$ cat config.mk
export PLATFORM = sky130hd
export DESIGN_NAME = dds_lut_reader
export DESIGN_NICKNAME = d
export VERILOG_FILES = /design/src/rtl/dds_pkg.sv /design/src/rtl/phase_accum.sv /design/src/rtl/dds_lut_reader.sv
export SDC_FILE = /design/constraint.sdc
export NUM_CORES = 1
export LEC_CHECK = 0
export BUFFER_PORTS_ARGS = -buffer_cell sky130_fd_sc_hd__buf_2
export CORE_ASPECT_RATIO = 0.7
export CORE_MARGIN = 2
export CORE_UTILIZATION = 39
export CTS_CLUSTER_SIZE = 8
export DETAILED_ROUTE_END_ITERATION = 12
export SLEW_MARGIN = 20
export SYNTH_ARGS = -nofsm -noshare
export SYNTH_HDL_FRONTEND = slang
export SYNTH_SLANG_ARGS = --single-unit
$ cat constraint.sdc
create_clock -name clk -period 2.1 [get_ports clk]
set_input_delay 0.42 -clock clk [delete_from_list [all_inputs] [get_ports clk]]
set_output_delay 0.42 -clock clk [all_outputs]
set_load 0.03 [all_outputs]
$ cat src/rtl/dds_pkg.sv
// -----------------------------------------------------------------------------
// dds_pkg
// Shared definitions for the DDS LUT reader slice.
//   PHASE_W_DEF : default phase accumulator width
//   addr_w()    : LUT address width for a power-of-two table depth
//   phase_t     : phase word at the default accumulator width
// -----------------------------------------------------------------------------
package dds_pkg;

  localparam int PHASE_W_DEF = 24;
  localparam int WIDTH_DEF   = 8;
  localparam int DEPTH_DEF   = 256;

  typedef logic [PHASE_W_DEF-1:0] phase_t;

  function automatic int addr_w(input int depth);
    return $clog2(depth);
  endfunction

endpackage

$ cat src/rtl/phase_accum.sv
// -----------------------------------------------------------------------------
// phase_accum
// Phase accumulator with an active tuning register.
//   clk, rst      : clock, synchronous active-high reset
//   en_i          : advance phase by the active tuning word
//   clr_i         : force phase to 0 (wins over the increment)
//   tw_load_i     : capture tuning_word_i into the active tuning register
//   tuning_word_i : frequency control word
//   phase_o       : current phase (registered)
//   wrap_o        : registered carry-out of the last enabled add
// -----------------------------------------------------------------------------
module phase_accum #(
  parameter int PHASE_W = dds_pkg::PHASE_W_DEF
) (
  input  logic               clk,
  input  logic               rst,
  input  logic               en_i,
  input  logic               clr_i,
  input  logic               tw_load_i,
  input  logic [PHASE_W-1:0] tuning_word_i,
  output logic [PHASE_W-1:0] phase_o,
  output logic               wrap_o
);

  logic [PHASE_W-1:0] phase_q, phase_d;
  logic [PHASE_W-1:0] tw_q, tw_d;
  logic               wrap_q, wrap_d;
  logic [PHASE_W:0]   sum;

  always_comb begin
    sum     = {1'b0, phase_q} + {1'b0, tw_q};
    phase_d = phase_q;
    wrap_d  = 1'b0;
    if (clr_i) begin
      // Clear wins; the carry of the discarded add is not reported.
      phase_d = '0;
    end else if (en_i) begin
      phase_d = sum[PHASE_W-1:0];
      wrap_d  = sum[PHASE_W];
    end
    // The add above always uses the old word, so a load coinciding
    // with en only takes effect from the next enabled edge.
    tw_d = tw_load_i ? tuning_word_i : tw_q;
  end

  always_ff @(posedge clk) begin
    if (rst) begin
      phase_q <= '0;
      tw_q    <= '0;
      wrap_q  <= 1'b0;
    end else begin
      phase_q <= phase_d;
      tw_q    <= tw_d;
      wrap_q  <= wrap_d;
    end
  end

  assign phase_o = phase_q;
  assign wrap_o  = wrap_q;

endmodule

$ cat src/rtl/dds_lut_reader.sv
// -----------------------------------------------------------------------------
// dds_lut_reader
// Phase-accumulator address generator and sample register in front of an
// asynchronous sine LUT ROM.
//   clk, rst     : clock, synchronous active-high reset
//   en           : advance phase and capture a sample this cycle
//   clr          : synchronous phase clear, tuning word untouched
//   tw_load      : load tuning_word into the active tuning register
//   tuning_word  : frequency control word
//   rom_addr     : LUT address, combinational from the phase register
//   rom_data     : LUT word returned combinationally for rom_addr
//   sample       : registered output sample
//   sample_valid : one-cycle strobe per captured sample
//   wrap         : one-cycle pulse on phase accumulator carry-out
// Build option: DDS_QUARTER_WAVE_EN selects a quarter-period table with
// address mirroring and sign restoration; undefined means a full-wave table.
// -----------------------------------------------------------------------------
module dds_lut_reader
  import dds_pkg::*;
#(
  parameter int WIDTH   = WIDTH_DEF,
  parameter int DEPTH   = DEPTH_DEF,
  parameter int PHASE_W = PHASE_W_DEF,
  parameter int AW      = addr_w(DEPTH)
) (
  input  logic               clk,
  input  logic               rst,
  input  logic               en,
  input  logic               clr,
  input  logic               tw_load,
  input  logic [PHASE_W-1:0] tuning_word,
  output logic [AW-1:0]      rom_addr,
  input  logic [WIDTH-1:0]   rom_data,
  output logic [WIDTH-1:0]   sample,
  output logic               sample_valid,
  output logic               wrap
);

  logic [PHASE_W-1:0] phase;
  logic [WIDTH-1:0]   capture_val;
  logic [WIDTH-1:0]   sample_q;
  logic               valid_q;
  logic               unused_phase_bits;

  phase_accum #(
    .PHASE_W(PHASE_W)
  ) u_phase_accum (
    .clk          (clk),
    .rst          (rst),
    .en_i         (en),
    .clr_i        (clr),
    .tw_load_i    (tw_load),
    .tuning_word_i(tuning_word),
    .phase_o      (phase),
    .wrap_o       (wrap)
  );

  // Low phase bits only provide fractional resolution.
  assign unused_phase_bits = ^phase;

`ifdef DDS_QUARTER_WAVE_EN
  logic          sign;
  logic          mirror;
  logic [AW-1:0] idx;

  assign sign     = phase[PHASE_W-1];
  assign mirror   = phase[PHASE_W-2];
  assign idx      = phase[PHASE_W-3 -: AW];
  // Second and fourth quadrants walk the table backwards.
  assign rom_addr = mirror ? ~idx : idx;
  // sign comes from the same phase that drives rom_addr, so the returned
  // word and its sign line up in the same cycle.
  assign capture_val = sign ? -rom_data : rom_data;
`else
  assign rom_addr    = phase[PHASE_W-1 -: AW];
  assign capture_val = rom_data;
`endif

  always_ff @(posedge clk) begin
    if (rst) begin
      sample_q <= '0;
      valid_q  <= 1'b0;
    end else begin
      valid_q <= en;
      if (en) begin
        sample_q <= capture_val;
      end
    end
  end

  assign sample       = sample_q;
  assign sample_valid = valid_q;

endmodule

# After elaboration in Yosys (flattened, before gate mapping)
# Cells that the tools add are included.
# totals
out_inout_bits	18
wordCells	9
input_bits	37
register_bits	58
# classes
n_bitwise	1
n_reduce_logical	2
add_sub_neg	1
# ops
cell	n
adder 24 x 24 -> 25 bit	1
OR reduction 3 bit	1
OR reduction 2 bit	1
inverter 1 bit	1

# Depth between registers and ports, before layout
# Gate-level depths: netlist of the first run.
# depth
depth_word	2
mapped_depth	8
depth_no_buf	8

# By module
# From an unflattened synthesis of the first run, not the netlist that was laid out.
# unflattened
hier_cells	412
hier_area_um2	3601.0
# by_module_without_submodules
mod	seq_area_each_um2	cells_each	n_inst	area_each_um2
phase_accum	980.9	384	1	3288.2
dds_lut_reader	180.2	28	1	312.8

# Worst setup path before layout of the first run
# Ideal clock, no wire load.
# synth_timing
kind	register -> register
startpoint	register u_phase_accum.phase_q[0], in the netlist u_phase_accum.phase_o[0]
endpoint	register u_phase_accum.phase_q[18], in the netlist u_phase_accum.phase_o[18]
path_stages_with_launch	9
setup_ns	0.117
synth_period_minus_slack_ns	2.290
arrival_time_ns	2.173
t_required_ns	1.983
slack_ns	-0.190
path_buffers	0
cell_sequence	dfxtp_1 ha_1 fa_1 a21o_1 a221oi_4 or4_4 a21oi_4 or3_1 a32o_1
# synth_between
elab_chain_len	1
# synth_rtl
item	line	source
start, declared	phase_accum.sv:25	logic [PHASE_W-1:0] phase_q, phase_d;
start signal, assigned	phase_accum.sv:52	phase_q <= phase_d;
adder 24 x 24 -> 25 bit	phase_accum.sv:31	sum = {1'b0, phase_q} + {1'b0, tw_q};
# Every way passes these cells.
# A chain may end at the register's enable or synchronous reset.

# Final worst setup path of the first run
# Same ends and word-level chain as after synthesis.

==> impl_metrics.csv, run 1 <==
group,metric,value,unit
run_status,status,"finished, violations left",
run_status,violations,"setup timing",
floorplanning,die_w,116,um
clock_tree,cts_sinks,58,
logic_synthesis,ys_warn_count,0,
clock_tree,clock_latency,340,ps
sta,skew,7.78,ps
sta,slew_violations,0,
place,port_buffers,54,
power,power,0.00323,W
logic_synthesis,synth_compound_area_share,18.1,%
logic_synthesis,syn_area,0.00342,sq mm
worst_setup_path,critPathArrivalTime,2470,ps
sta,tns,-459,ps
global_route,grt_pass1_vias,2828,
sta,setup_viol,10,
detailed_routing,drc_errors,0,
sta,relSlewSlack,64.9,%
logic_synthesis,synthCells,391,
sta,worstMarginPinSlew,524,ps
sta,hold_viol,0,
floorplanning,pin_count,55,
sta,finalWorstSetupSlack,-141,ps
worst_setup_path,endpoint_kind,"register",
flow_run,drv_cap,0,
clock_tree,clk_pin_slew,50,ps
logic_synthesis,synth_ff_type,"dfxtp_1",
global_route,globalRouteTotalUtil,18.6,%
power,power.density,736,mW/mm^2
sta,rsz0062_at_grt,"true",
clock_tree,hold_buffers,0,
floorplanning,num_rows,28,
detailed_routing,drtAntennaViolNets,0,
logic_synthesis,ys_seq_area_share,34.0,%
worst_setup_path,cp_max_fo,3,
floorplanning,coreArea,0.00848,sq mm
place,postPlaceCellArea,0.00395,sq mm
worst_setup_path,required,2330,ps
worst_setup_path,cp-start-kind,"register",
sta,fmax,446,MHz
power,peakVddDrop,408,uV
sta,timing.final.crit_share,107,%
finish,drive_above_1_share,27.0,%
detailed_routing,wl_per_cell,14.2,um
place,dp.final_hpwl,6.12,mm
worst_setup_path,path_cells,"ha_4, fa_2, a21o_1, a221oi_4, or4_4, a21oi_4, or3_1, a32o_1",
finish,final_cell_area,0.00439,sq mm
detailed_routing,first_iter_violations,136,
clock_tree,clk_path_buf_depth,2,
worst_setup_path,cpMaxStageDelayCell,"fa_2",
floorplanning,die_h,82.3,um
logic_synthesis,async_flop_share,0,%
logic_synthesis,syn_nets,453,
global_route,antenna_found_initial,0,
clock_tree,tritoncts,"built",
logic_synthesis,synth.distinct_cells,49,
logic_synthesis,synthAdderAreaFrac,9.37,%
global_route,grt.overflow.total,0,
logic_synthesis,synth_top_family_by_area,"simple AND/OR/NAND/NOR gates",
logic_synthesis,synthMuxAreaShare,12.0,%
global_route,grt_pass1_wl,13.6,mm
finish,diodes,0,
clock_tree,htreeDepth,3,
global_route,grt_max_degree,33,
detailed_routing,drt_pass1_iterations,4,
detailed_routing,viasPerCell,5.19,
finish,nFillCells,840,
min_path,hold_class,"input port to register",
floorplanning,die_area,0.00954,sq mm
detailed_routing,wirelength,8.35,mm
place,gp_congestion,0.848,
logic_synthesis,synth_xor_area_share,2.05,%
finish,syn2layout_area_growth,28.6,%
power,power_leakage,2.03,nW
logic_synthesis,yosys.area_share.simple,19.6,%
sta,min_period,2240,ps
worst_setup_path,crit_type,"register to register",
logic_synthesis,synth.avg_cell_area,8.74,sq um
clock_tree,cts_buffers,9,
clock_tree,root_buffer,"clkbuf_16",
sta,hold_ws,285,ps
logic_synthesis,synth-seq-cells,58,
worst_setup_path,slowest_delay,350,ps
logic_synthesis,synth_edf_count,0,
floorplanning,start_util,40.3,%
finish,final_net_count,523,
detailed_routing,via_count,3042,
where the power goes:
part | switching [W] | total [W] | leakage (nW) | internal (W)
combinational | 0.000226 | 0.000408 | 1.38 | 0.000182
sequential | 0.0000315 | 0.00118 | 0.477 | 0.00115
clock | 0.000511 | 0.00164 | 0.165 | 0.00113
per-stage QoR:
stage	instances	setup slack, ps	util [%]
after global placement	566	-139	46.5
after global routing	586	-238	51.8
after detailed placement	566	-157	46.5
after CTS	584	-117	51.0
after floorplan	391	-119	-
final	586	-141	51.8
repair_timing:
item,4_1_cts,5_1_grt
gates resized for setup,4,19
buffers inserted,2,2
setup endpoints to repair,12,16
pin swaps,8,6
routing by layer:
metal | GRT usage (%) | wire (um)
met1 | 25.7 | 4300
met2 | 27.4 | 3440
met3 | 5.91 | 496
met4 | 6.43 | 110
met5 | 0 | 0
registers in the layout (all words and copies together) (netlist names):
register	cells
sample	8
sample_valid	1
u_phase_accum.phase_o	24
u_phase_accum.tw_q	24
u_phase_accum.wrap_o	1
cell type report:
type / instances / area [sq um] / area share, %
Sequential cell: 58 / 1170 / 26.6
Clock inverter: 4 / 72.6 / 1.65
Clock buffer: 12 / 267 / 6.07
Tap cell: 120 / 150 / 3.42
Inverter: 5 / 18.8 / 0.427
Multi-Input combinational cell: 297 / 2160 / 49.1
Timing Repair Buffer: 90 / 561 / 12.8
logic make-up after synthesis:
| kind of cell | Yosys count |
|---|---|
| buffers and inverters | 36 |
| AO/OA/AOI/OAI | 92 |
| AND/OR/NAND/NOR | 131 |
| flip-flops | 58 |
| XOR/XNOR | 8 |
| multiplexers | 41 |
| adder cells (fa/ha/maj) | 25 |
cell usage after synthesis, types with 5 or more instances:
cell,n,area [sq um]
nand3b_1,12,90.1
o211ai_1,9,67.6
nor2_1,50,188
nor3_1,5,25.0
a21o_1,9,67.6
a21oi_1,27,135
a211oi_1,7,52.6
and3_1,5,31.3
ha_1,24,300
or3_1,5,31.3
mux2i_1,41,410
o21ai_0,18,90.1
xnor2_1,7,61.3
buf_4,8,60.1
inv_1,5,18.8
nand3_1,18,90.1
clkbuf_1,20,75.1
dfxtp_1,58,1160
nand2_1,12,45.0
final timing paths:
check | start | endpoint | slack (ps) | cells past startpoint
max reg2reg | u_phase_accum.phase_o[0] | u_phase_accum.phase_o[18] | -140 | 8
max | u_phase_accum.phase_o[0] | u_phase_accum.phase_o[18] | -140 | 8
min reg2reg | u_phase_accum.phase_o[5] | u_phase_accum.phase_o[5] | 470 | 2
min | rst | u_phase_accum.tw_q[2] | 290 | 2
cell usage in the layout (no fill, tap or decap), types with 3 or more instances in the layout:
cell       netlist  routed
o21ai_0         18      14
nand2_1         12      12
or3_1            5       5
a21o_1           9       9
nand4_1          4       4
o21a_1           4       4
buf_2            2      54
nand2b_1         4       4
nor2b_1          3       3
buf_4            8      33
dfxtp_1         58      54
nor2_1          50      50
dfxtp_2          0       3
nand3b_1        12      12
xnor2_1          7       7
nor3_1           5       5
a211oi_1         7       6
inv_1            5       5
nand3_1         18      18
clkbuf_16        0       9
ha_1            24      20
nor3b_1          4       4
clkbuf_8         0       3
and3_1           5       5
o211ai_1         9       9
mux2i_1         41      41
a21oi_1         27      26
critical path: cells and delay by family, from the launching register on:
kind,cells,cell delay [ps]
flip-flops,1,330
AND/OR/NAND/NOR,2,500
adder cells (fa/ha/maj),2,510
AO/OA/AOI/OAI,4,790
No activity file was read; power rests on OpenSTA's default activity.
==> inputs of run 2 (changes only) <==
--- a/config.mk
+++ b/config.mk
@@ -15,3 +15,4 @@
 export SYNTH_ARGS = -nofsm -noshare
 export SYNTH_HDL_FRONTEND = slang
 export SYNTH_SLANG_ARGS = --single-unit
+export TNS_END_PERCENT = 20
==> impl_metrics.csv, run 2 (synthesis results as in run 1) <==
group,metric,value,unit
power,p_sw,0.000766,W
detailed_routing,viasPerCell,5.16,
place,postPlaceCellArea,0.00395,sq mm
detailed_routing,via_count,3019,
place,port_buffers,54,
power,power.density,740,mW/mm^2
sta,hold_ws,287,ps
sta,hold_viol,0,
power,power_leakage,2.02,nW
global_route,grt_pass1_wl,13.6,mm
power,p_seq_share,36.7,%
detailed_routing,wl_per_cell,14.2,um
worst_setup_path,cp-start-kind,"register",
flow_run,drv_cap,0,
floorplanning,die_area,0.00954,sq mm
global_route,globalRouteTotalUtil,18.6,%
run_status,status,"finished, violations left",
worst_setup_path,cp_max_fo,3,
worst_setup_path,r2r_setup_slack,-130,ps
clock_tree,hold_buffers,0,
clock_tree,tritoncts,"built",
worst_setup_path,critPathArrivalTime,2460,ps
clock_tree,cts_buffers,9,
power,combPwrFrac,12.6,%
global_route,grt_max_degree,33,
power,peakVddDrop,412,uV
worst_setup_path,crit_type,"register to register",
power,p_sw_share,23.7,%
sta,slew_violations,0,
floorplanning,pin_count,55,
finish,final_cell_area,0.00437,sq mm
worst_setup_path,rr_worst_depth,8,
finish,diodes,0,
floorplanning,die_h,82.3,um
power,p_int,0.00247,W
worst_setup_path,crit_end,"u_phase_accum.phase_o[18]",
clock_tree,clk_pin_slew,50,ps
global_route,grt.overflow.total,0,
clock_tree,clk_path_buf_depth,2,
finish,drive_above_1_share,26.5,%
detailed_routing,wirelength,8.33,mm
clock_tree,cts_sinks,58,
worst_setup_path,r2r_end,"u_phase_accum.phase_o[18]",
detailed_routing,drt_pass1_iterations,5,
floorplanning,coreArea,0.00848,sq mm
clock_tree,htreeDepth,3,
floorplanning,start_util,40.3,%
global_route,antenna_found_initial,0,
place,dp.final_hpwl,6.12,mm
sta,skew,10.3,ps
sta,relSlewSlack,65.3,%
clock_tree,clock_latency,340,ps
detailed_routing,first_iter_violations,122,
finish,syn2layout_area_growth,27.9,%
sta,rsz0062_at_grt,"true",
detailed_routing,drtAntennaViolNets,0,
finish,nFillCells,845,
place,gp_congestion,0.848,
sta,fmax,448,MHz
worst_setup_path,endpoint_kind,"register",
min_path,hold_class,"input port to register",
sta,tns,-303,ps
finish,final_net_count,522,
sta,setup_viol,6,
finish,mostFrequentLayoutCells,"54 x buf_2, 54 x dfxtp_1, 50 x nor2_1, 41 x mux2i_1, 34 x buf_4",
worst_setup_path,critical_path.startpoint,"u_phase_accum.phase_o[0]",
sta,timing.final.crit_share,106,%
worst_setup_path,r2r_start,"u_phase_accum.phase_o[0]",
run_status,violations,"setup timing",
global_route,grt_pass1_vias,2825,
sta,worstMarginPinSlew,518,ps
floorplanning,die_w,116,um
sta,finalWorstSetupSlack,-133,ps
worst_setup_path,required,2320,ps
floorplanning,num_rows,28,
sta,min_period,2230,ps
clock_tree,root_buffer,"clkbuf_16",
power,pwr-share-clk,50.7,%
detailed_routing,drc_errors,0,
## run 2: worst min-delay path by stage
stage,slack (ps),from,cells after the start,end
final,290,rst,2,u_phase_accum.tw_q[2]
after global routing,310,rst,2,u_phase_accum.tw_q[2]
after CTS,280,rst,2,u_phase_accum.tw_q[2]
after detailed placement,470,u_phase_accum.phase_o[5],2,u_phase_accum.phase_o[5]
after global placement,460,u_phase_accum.phase_o[5],2,u_phase_accum.phase_o[5]
after floorplan,450,u_phase_accum.phase_o[5],2,u_phase_accum.phase_o[5]
## run 2: layout make-up
class / count / area, sq um / share of cell area, %
clock inverters: 4 / 72.6 / 1.66
multi-input cells: 297 / 2150 / 49.2
repair buffers: 89 / 546 / 12.5
flip-flops and latches: 58 / 1170 / 26.7
well taps: 120 / 150 / 3.44
clock buffers: 12 / 267 / 6.10
inverters: 5 / 18.8 / 0.430
## run 2: power groups by stage
stage	clock network [W]	logic [W]	registers, W
3_5_place_dp	0	0.000401	0.00120
2_1_floorplan	0	0.000254	0.00122
4_1_cts	0.00168	0.000404	0.00118
6_report	0.00164	0.000407	0.00119
3_3_place_gp	0	0.000393	0.00120
5_1_grt	0.00174	0.000449	0.00119
## run 2: what timing repair did
item	4_1_cts	5_1_grt
buffers inserted	1	2
pin swaps	7	3
setup endpoints to repair	12	17
gates resized for setup	4	11
## run 2: per-stage QoR
stage | worst slack, ps | power [W] | utilization, % | std cells
2_1_floorplan | -119 | 0.00147 | - | 391
3_3_place_gp | -139 | 0.00160 | 46.5 | 566
3_5_place_dp | -157 | 0.00161 | 46.5 | 566
4_1_cts | -117 | 0.00327 | 50.9 | 583
5_1_grt | -226 | 0.00338 | 51.5 | 585
6_report | -133 | 0.00323 | 51.5 | 585
## run 2: per-layer routing
metal  GRT usage [%]  routed length (um)
met1            25.8                4350
met2            27.3                3370
met3            5.91                 532
met4            6.43                  76
met5               0                   0
## run 2: critical path, stage by stage (launching register included)
cell	delay, ps
dfxtp_2	330
ha_4	160
fa_2	350
a21o_1	230
a221oi_4	290
or4_4	200
a21oi_4	60
or3_1	300
a32o_1	220
==> inputs of run 3 (changes only) <==
==> constraint.sdc (replaced) <==
create_clock -name clk -period 2.1 [get_ports clk]
set_input_delay 0.21 -clock clk [delete_from_list [all_inputs] [get_ports clk]]
set_output_delay 0.21 -clock clk [all_outputs]
set_load 0.03 [all_outputs]
==> impl_metrics.csv, run 3 (synthesis results as in run 1) <==
group,metric,value,unit
run_status,status,"finished, violations left",
run_status,violations,"setup timing",
flow_run,drv_cap,0,
global_route,grt_pass1_wl,13.8,mm
clock_tree,cts_sinks,58,
detailed_routing,wirelength,8.44,mm
min_path,hold_start,"rst",
global_route,grt_max_degree,32,
finish,final_net_count,521,
sta,finalWorstSetupSlack,-99.8,ps
sta,hold_viol,0,
worst_setup_path,critical_path.startpoint,"u_phase_accum.phase_o[0]",
detailed_routing,viasPerCell,5.14,
sta,hold_ws,80.4,ps
floorplanning,num_rows,28,
power,peakVddDrop,402,uV
sta,fmax,455,MHz
floorplanning,die_area,0.00954,sq mm
worst_setup_path,endpoint_kind,"register",
global_route,grt_pass1_vias,2901,
worst_setup_path,r2r_start,"u_phase_accum.phase_o[0]",
finish,fin_util,52.5,%
power,power,0.00317,W
worst_setup_path,rr_worst_depth,8,
clock_tree,cts_buffers,9,
min_path,min_path_cells,2,
power,power.density,713,mW/mm^2
floorplanning,coreArea,0.00848,sq mm
worst_setup_path,cp-start-kind,"register",
clock_tree,clk_pin_slew,50,ps
worst_setup_path,required,2330,ps
place,gp_congestion,0.823,
floorplanning,die_w,116,um
finish,diodes,0,
clock_tree,clk_path_buf_depth,2,
clock_tree,clock_latency,340,ps
detailed_routing,drtAntennaViolNets,0,
global_route,grt.overflow.total,0,
sta,rsz0062_at_grt,"true",
clock_tree,root_buffer,"clkbuf_16",
finish,final_common_cell,"buf_2",
detailed_routing,via_count,2999,
worst_setup_path,crit_type,"register to register",
sta,setup_viol,5,
clock_tree,hold_buffers,0,
min_path,hold_class,"input port to register",
clock_tree,htreeDepth,3,
clock_tree,tritoncts,"built",
floorplanning,die_h,82.3,um
sta,slew_violations,0,
detailed_routing,first_iter_violations,130,
detailed_routing,wl_per_cell,14.5,um
sta,relSlewSlack,64.1,%
sta,worstMarginPinSlew,535,ps
floorplanning,start_util,40.3,%
global_route,globalRouteTotalUtil,18.9,%
global_route,antenna_found_initial,0,
worst_setup_path,cp_max_fo,3,
detailed_routing,drc_errors,0,
place,port_buffers,54,
floorplanning,pin_count,55,
finish,syn2layout_area_growth,30.2,%
place,dp.final_hpwl,6.12,mm
worst_setup_path,critPathArrivalTime,2430,ps
power,power_leakage,2.01,nW
finish,nFillCells,819,
sta,timing.final.crit_share,105,%
sta,min_period,2200,ps
detailed_routing,drt_pass1_iterations,4,
finish,drive_above_1_share,29.3,%
sta,skew,5.94,ps
finish,mostFrequentLayoutCells,"54 x buf_2, 52 x dfxtp_1, 49 x nor2_1, 41 x mux2i_1, 32 x buf_4",
==> run 3: power breakdown <==
| group | total, W | internal (W) | switching (W) |
|---|---|---|---|
| logic | 0.000411 | 0.000183 | 0.000228 |
| registers | 0.00118 | 0.00115 | 0.0000337 |
| clock network | 0.00158 | 0.00103 | 0.000541 |
==> run 3: worst max-delay path: stages (launching register included) <==
cell and delay, ps:
dfxtp_2 330, ha_4 160, fa_2 350, a21o_1 200, a221oi_4 270, or4_4 190, a21oi_4 60, or3_1 300
a32o_1 220
==> run 3: area by class of cell <==
class | count | area (sq um) | area share [%]
clock buffers | 9 | 225 | 5.06
inverters | 5 | 18.8 | 0.422
clock inverters | 7 | 93.8 | 2.11
flip-flops and latches | 58 | 1170 | 26.4
repair buffers | 88 | 542 | 12.2
well taps | 120 | 150 | 3.37
multi-input cells | 297 | 2250 | 50.5
==> run 3: through the flow <==
step                      instances  area (sq um)  setup slack [ps]  setup TNS, ps
after floorplan                 391          3420              -119           -119
after global placement          563          3920              -138           -247
after detailed placement        563          3920              -149           -396
after CTS                       582          4310             -96.4           -165
after global routing            584          4450              -194          -1470
final                           584          4450             -99.8           -229
==> run 3: worst paths after layout <==
check                                   end  slack, ps
setup / recovery  u_phase_accum.phase_o[18]       -100
hold / removal        u_phase_accum.tw_q[0]         80
setup reg to reg  u_phase_accum.phase_o[18]       -100
hold reg to reg   u_phase_accum.phase_o[12]        480
==> run 3: repair_timing <==
item,4_1_cts,5_1_grt
setup buffers,3,3
endpoints found under the setup margin,11,16
pin swaps,9,18
resized for setup,10,27
==> run 3: routing by layer <==
layer  share of wire (%)  track usage [%]  wire length [um]  vias up
li1                    -                -                 -     1557
met1                  54             26.0              4520     1360
met2                  40             28.0              3380       69
met3                 5.0             5.62               421       13
met4                 1.5             7.14               125        0
met5                   0                0                 0        -
